### src/rtl/uart_boot_loader.sv
// uart_boot_loader: receives a framed program image on a UART RX line, packs
// the payload into 32-bit little-endian words, writes them to instruction
// memory from ADDR_PROGRAM_MIN upward, and holds the core in reset meanwhile.
// Frame: 0xA5, LEN_HI, LEN_LO, 4*LEN payload bytes, CHK (XOR of payload).
// Optional: define LOADER_TIMEOUT_EN to abort a frame that stalls for
// TIMEOUT_BITS bit-times between bytes (err_code 100).
module uart_boot_loader #(
  parameter int unsigned CLK_FREQ         = 50_000_000,
  parameter int unsigned BAUD             = 9600,
  parameter logic [31:0] ADDR_PROGRAM_MIN = 32'h0040_0000,
  parameter int unsigned MAX_WORDS        = 64,
  parameter int unsigned TIMEOUT_BITS     = 40
) (
  input  logic        clk,
  input  logic        rst,
  input  logic        rx,
  output logic        cpu_hold,
  output logic        mem_we,
  output logic [31:0] mem_addr,
  output logic [31:0] mem_wdata,
  output logic        busy,
  output logic        done,
  output logic [2:0]  err_code,
  output logic [15:0] word_count
);

  localparam int unsigned CLKS_PER_BIT = CLK_FREQ / BAUD;
  localparam int unsigned HALF_BIT     = CLKS_PER_BIT / 2;
  localparam int unsigned CW           = $clog2(CLKS_PER_BIT) + 1;

  localparam logic [2:0] ERR_NONE     = 3'b000;
  localparam logic [2:0] ERR_FRAMING  = 3'b001;
  localparam logic [2:0] ERR_LENGTH   = 3'b010;
  localparam logic [2:0] ERR_CHECKSUM = 3'b011;
  localparam logic [2:0] ERR_TIMEOUT  = 3'b100;

  // A bit time below two clocks cannot be mid-sampled; refuse to elaborate.
  if (CLKS_PER_BIT < 2 || TIMEOUT_BITS == 0) begin : g_bad_cfg
    $error("uart_boot_loader: CLKS_PER_BIT must be >= 2 and TIMEOUT_BITS nonzero");
  end

  typedef enum logic [1:0] {RX_IDLE, RX_START, RX_DATA, RX_STOP} rx_state_e;
  typedef enum logic [2:0] {L_IDLE, L_LEN_HI, L_LEN_LO, L_DATA, L_CHECK, L_DONE} ld_state_e;

  // ---------------- byte receiver ----------------
  logic            rx_meta_q, rx_sync_q;
  rx_state_e       rx_state_q, rx_state_d;
  logic [CW-1:0]   bit_cnt_q, bit_cnt_d;
  logic [2:0]      bit_idx_q, bit_idx_d;
  logic [7:0]      shift_q, shift_d;
  logic            byte_valid_q, byte_valid_d;
  logic [7:0]      rx_byte_q, rx_byte_d;
  logic            frame_err_q, frame_err_d;

  // Two-flop synchronizer for the asynchronous RX line (idles high).
  always_ff @(posedge clk or negedge rst) begin
    if (!rst) begin
      rx_meta_q <= 1'b1;
      rx_sync_q <= 1'b1;
    end else begin
      rx_meta_q <= rx;
      rx_sync_q <= rx_meta_q;
    end
  end

  // Receiver next state: mid-bit sampling of start, 8 data bits LSB first, stop.
  always_comb begin
    rx_state_d   = rx_state_q;
    bit_cnt_d    = bit_cnt_q + 1'b1;
    bit_idx_d    = bit_idx_q;
    shift_d      = shift_q;
    byte_valid_d = 1'b0;
    rx_byte_d    = rx_byte_q;
    frame_err_d  = 1'b0;
    case (rx_state_q)
      RX_IDLE: begin
        bit_cnt_d = '0;
        if (!rx_sync_q) rx_state_d = RX_START;
        else            rx_state_d = RX_IDLE;
      end
      RX_START: begin
        if (bit_cnt_q == CW'(HALF_BIT - 1)) begin
          bit_cnt_d = '0;
          bit_idx_d = 3'd0;
          if (rx_sync_q) rx_state_d = RX_IDLE;   // glitch, not a start bit
          else           rx_state_d = RX_DATA;
        end else begin
          rx_state_d = RX_START;
        end
      end
      RX_DATA: begin
        if (bit_cnt_q == CW'(CLKS_PER_BIT - 1)) begin
          bit_cnt_d = '0;
          shift_d   = {rx_sync_q, shift_q[7:1]};
          if (bit_idx_q == 3'd7) rx_state_d = RX_STOP;
          else                   bit_idx_d  = bit_idx_q + 3'd1;
        end else begin
          rx_state_d = RX_DATA;
        end
      end
      RX_STOP: begin
        if (bit_cnt_q == CW'(CLKS_PER_BIT - 1)) begin
          rx_state_d = RX_IDLE;
          if (rx_sync_q) begin
            byte_valid_d = 1'b1;
            rx_byte_d    = shift_q;
          end else begin
            frame_err_d  = 1'b1;
          end
        end else begin
          rx_state_d = RX_STOP;
        end
      end
      default: rx_state_d = RX_IDLE;
    endcase
  end

  // Receiver state and byte/error pulse registers.
  always_ff @(posedge clk or negedge rst) begin
    if (!rst) begin
      rx_state_q   <= RX_IDLE;
      bit_cnt_q    <= '0;
      bit_idx_q    <= 3'd0;
      shift_q      <= 8'h00;
      byte_valid_q <= 1'b0;
      rx_byte_q    <= 8'h00;
      frame_err_q  <= 1'b0;
    end else begin
      rx_state_q   <= rx_state_d;
      bit_cnt_q    <= bit_cnt_d;
      bit_idx_q    <= bit_idx_d;
      shift_q      <= shift_d;
      byte_valid_q <= byte_valid_d;
      rx_byte_q    <= rx_byte_d;
      frame_err_q  <= frame_err_d;
    end
  end

  // ---------------- loader ----------------
  ld_state_e   state_q, state_d;
  logic [7:0]  len_hi_q, len_hi_d;
  logic [15:0] len_q, len_d;
  logic [7:0]  chk_q, chk_d;
  logic [1:0]  lane_q, lane_d;
  logic [23:0] word_buf_q, word_buf_d;
  logic        cpu_hold_q, cpu_hold_d;
  logic        mem_we_q, mem_we_d;
  logic [31:0] mem_addr_q, mem_addr_d;
  logic [31:0] mem_wdata_q, mem_wdata_d;
  logic        busy_q, busy_d;
  logic        done_q, done_d;
  logic [2:0]  err_q, err_d;
  logic [15:0] word_count_q, word_count_d;
  logic [15:0] len_new_s;
  logic        tmo_hit_s;

  assign len_new_s = {len_hi_q, rx_byte_q};

`ifdef LOADER_TIMEOUT_EN
  localparam int unsigned TMO_LIMIT = TIMEOUT_BITS * CLKS_PER_BIT;
  localparam int unsigned TW        = $clog2(TMO_LIMIT + 1);
  logic [TW-1:0] tmo_q, tmo_d;

  // Inter-byte stall counter, live only while a frame is open.
  always_comb begin
    if ((state_q == L_LEN_HI || state_q == L_LEN_LO || state_q == L_DATA ||
         state_q == L_CHECK) && !byte_valid_q) begin
      tmo_d = tmo_q + 1'b1;
    end else begin
      tmo_d = '0;
    end
  end

  assign tmo_hit_s = (tmo_q == TW'(TMO_LIMIT - 1));

  // Stall counter register.
  always_ff @(posedge clk or negedge rst) begin
    if (!rst) tmo_q <= '0;
    else      tmo_q <= tmo_d;
  end
`else
  assign tmo_hit_s = 1'b0;
`endif

  // Loader next state: frame parsing, word assembly, write strobe, status.
  always_comb begin
    state_d      = state_q;
    len_hi_d     = len_hi_q;
    len_d        = len_q;
    chk_d        = chk_q;
    lane_d       = lane_q;
    word_buf_d   = word_buf_q;
    cpu_hold_d   = cpu_hold_q;
    mem_we_d     = 1'b0;
    mem_addr_d   = mem_addr_q;
    mem_wdata_d  = mem_wdata_q;
    done_d       = done_q;
    err_d        = err_q;
    word_count_d = word_count_q;
    if (frame_err_q) begin
      err_d   = ERR_FRAMING;
      state_d = L_IDLE;
    end else if (mem_we_q) begin
      // Strobe cycle: the address was valid during the write, advance now.
      mem_addr_d   = mem_addr_q + 32'd4;
      word_count_d = word_count_q + 16'd1;
      if (word_count_q + 16'd1 == len_q) state_d = L_CHECK;
      else                               state_d = state_q;
    end else if (state_q == L_DONE) begin
      done_d     = 1'b1;
      cpu_hold_d = 1'b0;
      state_d    = L_IDLE;
    end else if (tmo_hit_s) begin
      err_d   = ERR_TIMEOUT;
      state_d = L_IDLE;
    end else if (byte_valid_q) begin
      case (state_q)
        L_IDLE: begin
          if (rx_byte_q == 8'hA5) begin
            state_d      = L_LEN_HI;
            cpu_hold_d   = 1'b1;
            done_d       = 1'b0;
            err_d        = ERR_NONE;
            word_count_d = 16'd0;
            chk_d        = 8'h00;
            lane_d       = 2'd0;
            mem_addr_d   = ADDR_PROGRAM_MIN;
          end else begin
            state_d = L_IDLE;
          end
        end
        L_LEN_HI: begin
          len_hi_d = rx_byte_q;
          state_d  = L_LEN_LO;
        end
        L_LEN_LO: begin
          len_d = len_new_s;
          if (len_new_s > 16'(MAX_WORDS)) begin
            err_d   = ERR_LENGTH;
            state_d = L_IDLE;
          end else if (len_new_s == 16'd0) begin
            state_d = L_CHECK;
          end else begin
            state_d = L_DATA;
          end
        end
        L_DATA: begin
          chk_d  = chk_q ^ rx_byte_q;
          lane_d = lane_q + 2'd1;
          case (lane_q)
            2'd0: word_buf_d[7:0]   = rx_byte_q;
            2'd1: word_buf_d[15:8]  = rx_byte_q;
            2'd2: word_buf_d[23:16] = rx_byte_q;
            2'd3: begin
              mem_wdata_d = {rx_byte_q, word_buf_q};
              mem_we_d    = 1'b1;
            end
            default: word_buf_d = word_buf_q;
          endcase
        end
        L_CHECK: begin
          if (rx_byte_q == chk_q) begin
            state_d = L_DONE;
          end else begin
            err_d   = ERR_CHECKSUM;
            state_d = L_IDLE;
          end
        end
        default: state_d = L_IDLE;
      endcase
    end else begin
      state_d = state_q;
    end
    busy_d = (state_d != L_IDLE);
  end

  // Loader state and registered outputs.
  always_ff @(posedge clk or negedge rst) begin
    if (!rst) begin
      state_q      <= L_IDLE;
      len_hi_q     <= 8'h00;
      len_q        <= 16'd0;
      chk_q        <= 8'h00;
      lane_q       <= 2'd0;
      word_buf_q   <= 24'd0;
      cpu_hold_q   <= 1'b0;
      mem_we_q     <= 1'b0;
      mem_addr_q   <= ADDR_PROGRAM_MIN;
      mem_wdata_q  <= 32'd0;
      busy_q       <= 1'b0;
      done_q       <= 1'b0;
      err_q        <= ERR_NONE;
      word_count_q <= 16'd0;
    end else begin
      state_q      <= state_d;
      len_hi_q     <= len_hi_d;
      len_q        <= len_d;
      chk_q        <= chk_d;
      lane_q       <= lane_d;
      word_buf_q   <= word_buf_d;
      cpu_hold_q   <= cpu_hold_d;
      mem_we_q     <= mem_we_d;
      mem_addr_q   <= mem_addr_d;
      mem_wdata_q  <= mem_wdata_d;
      busy_q       <= busy_d;
      done_q       <= done_d;
      err_q        <= err_d;
      word_count_q <= word_count_d;
    end
  end

  assign cpu_hold   = cpu_hold_q;
  assign mem_we     = mem_we_q;
  assign mem_addr   = mem_addr_q;
  assign mem_wdata  = mem_wdata_q;
  assign busy       = busy_q;
  assign done       = done_q;
  assign err_code   = err_q;
  assign word_count = word_count_q;

endmodule

### config.mk
export PLATFORM = sky130hd
export DESIGN_NAME = uart_boot_loader
export DESIGN_NICKNAME = d
export VERILOG_FILES = /design/src/rtl/uart_boot_loader.sv
export SDC_FILE = /design/constraint.sdc
export NUM_CORES = 1
export LEC_CHECK = 0
export BUFFER_PORTS_ARGS = -buffer_cell sky130_fd_sc_hd__buf_4
export CELL_PAD_IN_SITES_DETAIL_PLACEMENT = 2
export CELL_PAD_IN_SITES_GLOBAL_PLACEMENT = 2
export CORE_ASPECT_RATIO = 0.6
export CORE_UTILIZATION = 41
export DETAILED_ROUTE_END_ITERATION = 16
export PLACE_DENSITY_LB_ADDON = 0.05
export SYNTH_ARGS = -nofsm -noshare
export SYNTH_HDL_FRONTEND = slang
export SYNTH_SLANG_ARGS = --single-unit
### constraint.sdc
create_clock -name clk -period 6 [get_ports clk]
set_input_delay 0.3 -clock clk [delete_from_list [all_inputs] [get_ports clk]]
set_output_delay 0.3 -clock clk [all_outputs]
set_load 0.02 [all_outputs]
# --- After elaboration in Yosys (flattened, before gate mapping) ---
# Index checks and enable logic that the tools add are counted.
# W data, S select, Z words.
totals:
  reg_bits: 187
  in_bits: 3
  output_inout_bits: 87
  wordCells: 157
classes:
  n_addsub: 5
  magnitude_cmp: 1
  eq_ne: 28
  n_mux: 66
  bitwise: 4
  reduce_logical: 28
op_table:
  columns: ["op", "count"]
  rows:
  - ["$mux W32", 5]
  - ["$mux W16", 5]
  - ["$mux W3", 18]
  - ["$pmux W14 S3", 1]
  - ["$add A32 B3 Y32 const B", 1]
  - ["$reduce_and A6 Y1", 5]
  - ["$mux W14", 2]
  - ["$mux W1", 22]
  - ["$reduce_and A5 Y1", 4]
  - ["$reduce_bool A2 Y1", 9]
  - ["$add A16 B1 Y16 const B", 1]
  - ["$eq A16 B16 Y1", 1]
  - ["$gt A16 B7 Y1 const B", 1]
  - ["$logic_not A16 Y1", 1]
  - ["$pmux W8 S2", 1]
  - ["$pmux W3 S5", 1]
  - ["$add A14 B1 Y14 const B", 1]
  - ["$eq A14 B12 Y1 const B", 1]
  - ["$eq A14 B13 Y1 const B", 1]
  - ["$ne A2 B2 Y1 const B", 7]
  - ["$mux W2", 6]
  - ["$ne A3 B3 Y1 const B", 4]
  - ["$eq A3 B3 Y1 const B", 3]
  - ["$pmux W3 S3", 1]
  - ["22 further kinds", 30]

# --- Logic depth before layout (Yosys ltp) ---
# Gate-level depths: netlist of the first run.
logic_depth:
  ltp_word: 9
  depth_mapped: 11
  ltp_nobuf: 9

# --- Worst setup path before layout of the first run ---
# OpenSTA, ideal clock, no wires.
synth_timing:
  path_type: "flip-flop to flip-flop"
  startpoint: "reg word_count_q[0] (netlist: word_count[0])"
  endpoint: "reg busy_q (netlist: busy)"
  setup_time_ns: 0.131
  arrival_ns: 2.438
  t_required_ns: 5.869
  path_slack_ns: 3.431
  stages_incl_launch_ff: 12
  path_buffers: 2
  period_less_slack_ns: 2.569
  cell_sequence: "dfrtp_1 -> ha_1 -> buf_2 -> and2_1 -> buf_2 -> nand4_1 -> or3b_1 -> a21oi_1 -> o21ai_0 -> or2_1 -> a31o_1 -> o21bai_1"
synth_via:
  elab_chain_cells: 6
synth_lines:
  columns: ["item", "line_no", "rtl"]
  rows:
  - ["start, declared", "153", "logic [15:0] word_count_q, word_count_d;"]
  - ["start signal, assigned", "308", "word_count_q <= word_count_d;"]
  - ["$add A16 B1 Y16", "207", "if (word_count_q + 16'd1 == len_q) state_d = L_CHECK;"]
  - ["$eq A16 B16 Y1", "207", null]
  - ["$mux W3", "207", null]
  - ["$mux W3", "203", "end else if (mem_we_q) begin"]
  - ["$mux W3", "200", "if (frame_err_q) begin"]
  - ["net state_d[0]", "140", "ld_state_e state_q, state_d;"]
  - ["$reduce_bool A3 Y1", "274", "busy_d = (state_d != L_IDLE);"]
  - ["net busy_d", "150", "logic busy_q, busy_d;"]
  - ["end signal, assigned", "305", "busy_q <= busy_d;"]
  - ["end, declared", "150", null]
# The timed path passes the listed nets, and every way through them passes these cells.
# A chain may end at the register's enable or synchronous reset.

# --- Final worst setup path of the first run ---
# Same ends and word-level chain as after synthesis.

==> results.json, run 1 <==
{
  "status": "finished clean",
  "cp-startpoint": "word_count[0]$_DFFE_PN0P_",
  "wirelength_um": 26600,
  "synth-edff-count": 0,
  "crit_fanout": 9,
  "yosysWarnings": 0,
  "crit_path_end_kind": "register",
  "cp-start-kind": "register",
  "synthDistinctLibCells": 62,
  "port_buffers": 86,
  "vdd_drop_max_v": 0.000208,
  "netlist_area_sq_um": 8660,
  "slew_violations": 0,
  "synth_cells": 838,
  "wire_per_inst_um": 22.3,
  "overflow": 0,
  "min_path_cells": 0,
  "ys.flop_type": "dfrtp_1",
  "slew_headroom_pct": 39.0,
  "finalSetupTns_ps": 0,
  "critPathArrivalTime_ps": 3340,
  "path_class": "register to register",
  "power_density_nw_per_um2": 249,
  "cts_root_buffer": "clkbuf_16",
  "hold_end": "rx_sync_q$_DFF_PN1_",
  "setup_violations": 0,
  "cts-buffers-inserted": 17,
  "rsz0062_at_grt": "false",
  "grt_pass1_wl_um": 43300,
  "drc_errors": 0,
  "post_cts_buffers": 0,
  "ctsHtreeMaxLevel": 4,
  "final_nets": 923,
  "ys_async_sr_fraction_pct": 100,
  "hold_class": "register to register",
  "cts_sinks": 184,
  "antenna_found_initial": 0,
  "max_cap_violations": 0,
  "ys_seq_area_share_pct": 53.2,
  "dr.pass1.iters": 4,
  "rr_endpoint": "busy$_DFF_PN0_",
  "grt_max_degree": 84,
  "path_clk_slew_ps": 70,
  "routabilityCongestion": 0.796,
  "layout_min_cycle_time_ps": 3040,
  "hp-start": "rx_meta_q$_DFF_PN1_",
  "core_sq_um": 20400,
  "place_area_sq_um": 9530,
  "hpwlAfterDp_um": 17700,
  "synth_seq_cells": 184,
  "ioPinCount": 90,
  "rr_worst_depth": 9,
  "crit_required_ps": 6300,
  "hold_viol_final": 0,
  "p_leak_nw": 5.05,
  "start_util_pct": 42.5,
  "worst_pin_slew_ps": 912,
  "grtUsageTotal_pct": 26.1,
  "tritoncts": "yes",
  "num_antenna_cells": 0,
  "cts_buffer_depth": 2,
  "ff2ff_setup_slack_ps": 2960,
  "syn_to_final_growth_pct": 17.7,
  "drt_iter0_markers": 338,
  "drive_gt1_share_pct": 23.1,
  "rows": 40,
  "dieArea_sq_um": 21700,
  "first_global_vias": 7558,
  "die_w_um": 190,
  "clock_latency_ps": 440,
  "die_y_um": 115,
  "avgSynthCellArea_sq_um": 10.3,
  "ant_nets": 0,
  "vias": 6783,
  "max_freq_mhz": 329,
  "skew_ps": 13.4,
  "stdcell_area_sq_um": 10200,
  "finalCritPeriodShare_pct": 50.7,
  "vias_per_cell": 5.68,
  "reg2reg_from": "word_count[0]$_DFFE_PN0P_",
  "post_cts_resize_count": 0,
  "final_core_util_pct": 50.1
}
[final cells by class]
cell class | count | area (sq um)
Fill cell | 2044 | 10200
Sequential cell | 184 | 4610
Multi-Input combinational cell | 597 | 3820
Timing Repair Buffer | 95 | 722
Clock buffer | 19 | 453
Tap cell | 273 | 342
Clock inverter | 10 | 193
Inverter | 16 | 60.1
[synthesized netlist by cell type, types with 5 or more instances]
library cell | instances | area [sq um]
nand4_1 | 16 | 100
buf_2 | 8 | 40.0
nand2_1 | 108 | 405
nor3_1 | 15 | 75.1
o21ai_0 | 74 | 370
mux2_2 | 80 | 901
and4_1 | 5 | 43.8
dfrtp_1 | 181 | 4530
nor2_1 | 66 | 248
xnor2_1 | 19 | 166
inv_1 | 15 | 56.3
and2_1 | 6 | 37.5
o31ai_1 | 9 | 67.6
xor2_1 | 23 | 201
ha_1 | 9 | 113
a21oi_1 | 21 | 105
a22o_1 | 5 | 43.8
nand3_1 | 41 | 205
a31oi_1 | 11 | 68.8
clkbuf_1 | 28 | 105
nor2b_1 | 6 | 37.5
and3_1 | 14 | 87.6
nor4_1 | 10 | 62.6
[through the flow]
step,std cells,total power [W],hold WS [ps],setup WS (ps)
4_1_cts,1194,0.00256,357,2960
5_1_grt,1194,0.00260,364,2720
3_3_place_gp,1163,0.00129,347,3260
2_1_floorplan,840,0.00127,4.41,3430
6_report,1194,0.00254,357,2960
3_5_place_dp,1163,0.00130,348,3000
[report_power, final]
group	internal (W)	switching (W)	total [W]
clock	0.000761	0.000509	0.00127
sequential	0.00124	0.000000645	0.00124
combinational	0.00000270	0.0000265	0.0000292
[what timing repair did]
item	in CTS	in global routing
hold buffers	2	0
endpoints found under the hold margin	82	0
endpoints found under the setup margin	0	0
[registers in the layout, indices dropped and copies added (netlist names), 8 cells and up]
| register | cells |
|---|---|
| word_count | 16 |
| len_q | 16 |
| word_buf_q | 24 |
| rx_byte_q | 8 |
| len_hi_q | 8 |
| shift_q | 8 |
| bit_cnt_q | 14 |
| mem_addr | 30 |
| chk_q | 8 |
| mem_wdata | 32 |
[critical path, stage by stage (launching register included)]
cell and delay [ps]:
dfrtp_1 520, ha_1 400, nand2_1 170, nor4_1 670
xnor2_1 140, nor2_1 130, nand4_1 190, or2_1 310
a31o_1 230, o21bai_1 150
[layer usage]
layer  part of all wire [%]  wire [um]  vias up  GRT usage, %
li1                       -          -     3098             -
met1                     48      12700     3537          35.6
met2                     48      12700      120          42.8
met3                    3.1        824       28          3.95
met4                    1.4        361        0          8.39
met5                      0          0        -             0
[how the worst max path moves through the flow]
stage / endpoint / cells past startpoint
2_1_floorplan: busy$_DFF_PN0_ / 11
6_report: busy$_DFF_PN0_ / 9
3_3_place_gp: busy$_DFF_PN0_ / 9
5_1_grt: busy$_DFF_PN0_ / 9
4_1_cts: busy$_DFF_PN0_ / 9
3_5_place_dp: busy$_DFF_PN0_ / 9
[cell usage in the layout (no fill, tap or decap), drive strengths merged, types with 3 or more instances in the layout]
cell type  count
bufinv         5
dfrtp        181
nand2        108
nor2          66
o31ai          9
conb           3
o21ai         74
inv           18
a211oi         4
and3          15
or3            4
nor2b          6
and2           6
nand3b         3
a22o           5
buf           93
nor3b          4
nand3         42
nor4          10
nand4         17
xnor2         19
nor3          15
and4           6
a31oi         11
nor4b          4
nand2b         3
mux2          80
ha             9
o21bai         4
xor2          23
dfstp          3
a21oi         22
clkbuf        19
[cell families after synthesis]
logic type               Yosys count  share of synthesized area [%]
XOR/XNOR                          42                           4.25
buffers and inverters             59                           2.85
adder cells (fa/ha/maj)            9                           1.30
AND/OR/NAND/NOR                  315                           17.7
multiplexers                      82                           10.6
other                              1                         0.0433
AO/OA/AOI/OAI                    146                           10.1
flip-flops                       184                           53.2
(Power assumes the default switching activity.)
==> inputs of run 2 (changes only) <==
CORE_UTILIZATION = 38   (was 41)
clock period = 3.06 ns   (was 6 ns; I/O delays follow)
==> run 2 against run 1 <==
  * First-iteration DRC count shrank 21%
  * Hold slack worse by 14 ps
  * Sequential power up 96%
  * Clock power grew 91%
  * Routed wire length decreased by 1.7%
  * Clock-buffer cell count fell by 2
  * Fmax is 4.0% higher
  * Clock skew down 2.7 ps
  * Highest routed layer unchanged
==> results.json, run 2 (synthesized netlist as in run 1, its figures left out) <==
{
  "status": "finished clean",
  "rows": 42,
  "cp.depth": 9,
  "crit_end": "busy$_DFF_PN0_",
  "drc_errors": 0,
  "hpwlAfterDp_um": 18100,
  "cts_root_buffer": "clkbuf_16",
  "final_common_cell": "dfrtp_1",
  "vias_per_cell": 5.48,
  "largest_reg_flops": 32,
  "ant_nets": 0,
  "max_stage_delay_ps": 480,
  "num_antenna_cells": 0,
  "layout_min_cycle_time_ps": 2920,
  "antenna_found_initial": 0,
  "finalSetupTns_ps": 0,
  "tritoncts": "yes",
  "rsz0062_at_grt": "false",
  "cts_sinks": 184,
  "dieArea_sq_um": 23400,
  "vdd_drop_max_v": 0.000386,
  "hold_class": "input port to async pin",
  "path_class": "register to register",
  "worst-path-buf-inv": 0,
  "ff2ff_setup_slack_ps": 140,
  "drive_gt1_share_pct": 25.4,
  "dr.pass1.iters": 5,
  "final_nets": 940,
  "finalCritPeriodShare_pct": 95.5,
  "reg2reg_from": "word_count[1]$_DFFE_PN0P_",
  "final_cell_mix": "dfrtp_1 (181), nand2_1 (108), buf_4 (107)",
  "ioPinCount": 90,
  "crit_chain": "ha_1, and2_2, and3_1, o2111ai_1, nor3_1, nand4_1, or2_1, a31o_1, o21bai_1",
  "slew_violations": 0,
  "grt_max_degree": 87,
  "cp-start-kind": "register",
  "ctsHtreeMaxLevel": 4,
  "setup_violations": 0,
  "vias": 6847,
  "crit_fanout": 9,
  "hold_viol_final": 0,
  "grt_pass1_wl_um": 42600,
  "fillers": 2309,
  "syn_to_final_growth_pct": 20.1,
  "crit_required_ps": 3390,
  "port_buffers": 86,
  "final_core_util_pct": 46.9,
  "clock_latency_ps": 450,
  "cp-startpoint": "word_count[1]$_DFFE_PN0P_",
  "cts-buffers-inserted": 17,
  "first_global_vias": 7603,
  "overflow": 0,
  "slew_headroom_pct": 42.5,
  "critPathArrivalTime_ps": 3250,
  "routabilityCongestion": 0.791,
  "stdcell_area_sq_um": 10400,
  "start_util_pct": 39.1,
  "multiInputGateArea_sq_um": 3850,
  "path_clk_slew_ps": 80,
  "core_sq_um": 22200,
  "power_density_nw_per_um2": 474,
  "place_area_sq_um": 9730,
  "drt_iter0_markers": 267,
  "max_freq_mhz": 342,
  "grtUsageTotal_pct": 23.5,
  "rr_worst_depth": 9,
  "final-seq-area_sq_um": 4610,
  "cts_buffer_depth": 2,
  "wirelength_um": 26200,
  "crit_family": "simple AND/OR/NAND/NOR gates",
  "crit_path_end_kind": "register",
  "die_w_um": 197,
  "die_y_um": 119,
  "p_leak_nw": 5.15,
  "cpMaxStageDelayCell": "dfrtp_1",
  "wire_per_inst_um": 21.0,
  "skew_ps": 10.6,
  "worst_pin_slew_ps": 862,
  "rr_endpoint": "busy$_DFF_PN0_",
  "max_cap_violations": 0
}
## run 2: what timing repair did
action                                  CTS  global route
hold buffers                              2             0
endpoints found under the setup margin    0             3
hold endpoints to repair                 85             0
setup buffers                             0             0
gates resized for setup                   0             5
## run 2: worst min-delay path by stage
stage	from	endpoint	depth (start not counted)
final	rst	word_count[5]$_DFFE_PN0P_	2
after global routing	rx	rx_meta_q$_DFF_PN1_	2
after CTS	rx	rx_meta_q$_DFF_PN1_	2
after detailed placement	rx	rx_meta_q$_DFF_PN1_	1
after global placement	rx	rx_meta_q$_DFF_PN1_	1
after floorplan	rst	bit_cnt_q[0]$_DFF_PN0_	0
## run 2: where the power goes
part	switching, W	leakage, nW	total [W]	internal [W]
Clock	0.00111	0.311	0.00243	0.00133
Combinational	0.0000528	2.29	0.0000618	0.00000898
Sequential	0.00000161	2.55	0.00243	0.00243
## run 2: metrics by stage
stage          hold slack, ps  setup slack (ps)  power (W)  std cells
2_1_floorplan            -143               491    0.00249        840
3_3_place_gp              264               378    0.00254       1215
3_5_place_dp              268               134    0.00255       1215
4_1_cts                   348              80.6    0.00498       1249
5_1_grt                   366             0.209    0.00508       1249
6_report                  344               138    0.00493       1249
## run 2: area by class of cell
| type | instances | area share, % |
|---|---|---|
| Clock buffer | 17 | 4.09 |
| Clock inverter | 15 | 1.94 |
| Sequential cell | 184 | 44.3 |
| Tap cell | 308 | 3.70 |
| Inverter | 16 | 0.577 |
| Multi-Input combinational cell | 597 | 37.0 |
| Timing Repair Buffer | 112 | 8.41 |
## run 2: routing by layer
metal	global-route usage [%]	part of all wire, %	vias up
met5	0	0	-
met2	38.3	48	115
met1	32.1	47	3568
met4	6.01	1.1	0
met3	4.42	3.5	21
li1	-	-	3143
==> inputs of run 3 (changes only) <==
PLACE_DENSITY = 0.88   (was not set)
PLACE_DENSITY_LB_ADDON = not set   (was 0.05)
==> run 3 against run 2 <==
  * Clock-buffer cell count rose by 1
  * Combinational power rose by 3%
  * Clock skew barely moved
  * Routed wire length rose by 17%
  * First-iteration DRC count rose by 70%
  * Fmax rose by 0.14%
  * Total power fell by 2.6%
  * Largest power group unchanged
  * Flip-flop and latch count did not move
==> results.json, run 3 (synthesized netlist as in run 1, its figures left out) <==
{
  "num_antenna_cells": 0,
  "path_clk_slew_ps": 80,
  "rr_endpoint": "busy$_DFF_PN0_",
  "core_sq_um": 22200,
  "drive_gt1_share_pct": 25.3,
  "grtUsageTotal_pct": 27.4,
  "reg2reg_from": "word_count[0]$_DFFE_PN0P_",
  "drt_iter0_markers": 455,
  "cp-start-kind": "register",
  "rows": 42,
  "rsz0062_at_grt": "false",
  "crit_fanout": 9,
  "finalSetupTns_ps": 0,
  "max_cap_violations": 0,
  "ff2ff_setup_slack_ps": 140,
  "wirelength_um": 30600,
  "antenna_found_initial": 0,
  "max_freq_mhz": 343,
  "vias": 7085,
  "hpwlAfterDp_um": 20300,
  "met2_length_um": 14700,
  "wl_met1_um": 14100,
  "ioPinCount": 90,
  "grt_pass1_wl_um": 48200,
  "first_global_vias": 7914,
  "start_util_pct": 39.1,
  "worst_pin_slew_ps": 790,
  "slew_headroom_pct": 47.4,
  "die_w_um": 197,
  "cts_buffer_depth": 2,
  "rr_worst_depth": 9,
  "slew_violations": 0,
  "die_y_um": 119,
  "final_cell_mix": "dfrtp_1 (181), nand2_1 (108), buf_4 (108)",
  "largest_reg_flops": 32,
  "dieArea_sq_um": 23400,
  "post_cts_buffers": 0,
  "final_core_util_pct": 46.8,
  "syn_to_final_growth_pct": 19.8,
  "cts_sinks": 184,
  "vdd_drop_max_v": 0.000382,
  "vias_per_cell": 5.67,
  "wire_per_inst_um": 24.5,
  "clock_latency_ps": 450,
  "grt_max_degree": 80,
  "crit_path_end_kind": "register",
  "cts-buffers-inserted": 17,
  "critPathArrivalTime_ps": 3230,
  "ant_nets": 0,
  "p_leak_nw": 5.13,
  "path_class": "register to register",
  "ctsHtreeMaxLevel": 4,
  "overflow": 0,
  "final_common_cell": "dfrtp_1",
  "skew_ps": 10.6,
  "layout_min_cycle_time_ps": 2920,
  "power_density_nw_per_um2": 463,
  "finalCritPeriodShare_pct": 95.4,
  "fillers": 2321,
  "setup_violations": 0,
  "drc_errors": 0,
  "tritoncts": "yes",
  "total_power_w": 0.00480,
  "topRoutingLayerUsed": "met4",
  "cts_root_buffer": "clkbuf_16",
  "crit_required_ps": 3380,
  "status": "finished clean",
  "hold_viol_final": 0,
  "dr.pass1.iters": 5,
  "final_nets": 941,
  "port_buffers": 86,
  "hold_class": "input port to async pin",
  "wl_met3_um": 1200,
  "routabilityCongestion": 0.791
}
-- run 3: changes by cell type in the layout (fill, tap and decap cells not counted), moves of 2 or more --
| cell | before | now |
|---|---|---|
| inv_6 | 6 | 3 |
| bufinv_16 | 3 | 1 |
| clkinvlp_4 | 0 | 2 |
| clkinv_8 | 0 | 2 |
| clkbuf_8 | 0 | 2 |
-- run 3: timing repair --
action	4_1_cts	5_1_grt
hold buffers	2	0
endpoints found under the setup margin	0	3
gates resized for setup	0	3
endpoints found under the hold margin	77	0
-- run 3: through the flow --
step	setup WS [ps]	instances	hold slack [ps]	area [sq um]
6_report	142	1250	293	10400
5_1_grt	6.88	1250	331	10400
4_1_cts	45.8	1250	327	10400
3_5_place_dp	182	1216	243	9740
3_3_place_gp	455	1216	229	9740
2_1_floorplan	491	840	-143	8670
-- run 3: power by group --
group | internal [W] | total [W] | switching, W | leakage [nW]
sequential | 0.00243 | 0.00243 | 0.00000144 | 2.55
clock | 0.00118 | 0.00230 | 0.00112 | 0.289
combinational | 0.0000100 | 0.0000635 | 0.0000535 | 2.29
-- run 3: routing by layer --
| layer | track usage, % | vias to the layer above |
|---|---|---|
| li1 | - | 3139 |
| met1 | 37.9 | 3715 |
| met2 | 44.2 | 193 |
| met3 | 4.39 | 38 |
| met4 | 8.53 | 0 |
| met5 | 0 | - |
-- run 3: area by class of cell --
cell class | instances | area (sq um) | share of cell area (%)
inverter | 16 | 60.1 | 0.579
clock buffer | 18 | 439 | 4.23
timing repair buffer | 113 | 885 | 8.53
tap | 308 | 385 | 3.71
sequential | 184 | 4610 | 44.4
multi-input combinational | 597 | 3840 | 37.0
clock inverter | 14 | 160 | 1.54
-- run 3: worst max path at each step --
| stage | endpoint | start | depth (start not counted) | slack (ps) |
|---|---|---|---|---|
| 2_1_floorplan | busy$_DFF_PN0_ | word_count[0]$_DFFE_PN0P_ | 11 | 490 |
| 3_3_place_gp | busy$_DFF_PN0_ | word_count[0]$_DFFE_PN0P_ | 9 | 460 |
| 3_5_place_dp | busy$_DFF_PN0_ | word_count[0]$_DFFE_PN0P_ | 9 | 180 |
| 4_1_cts | busy$_DFF_PN0_ | word_count[0]$_DFFE_PN0P_ | 9 | 50 |
| 5_1_grt | rx_byte_q[4]$_DFFE_PN0P_ | bit_cnt_q[0]$_DFF_PN0_ | 9 | 7 |
| 6_report | busy$_DFF_PN0_ | word_count[0]$_DFFE_PN0P_ | 9 | 140 |
-- run 3: critical path, cell delays in order, from the launching register on --
cell and delay (ps):
dfrtp_1 590, ha_1 290, buf_4 180, nor3b_1 290, o21ai_0 120, a32oi_1 390
nand4_1 210, or2_1 310, a31o_1 240, o21bai_1 160
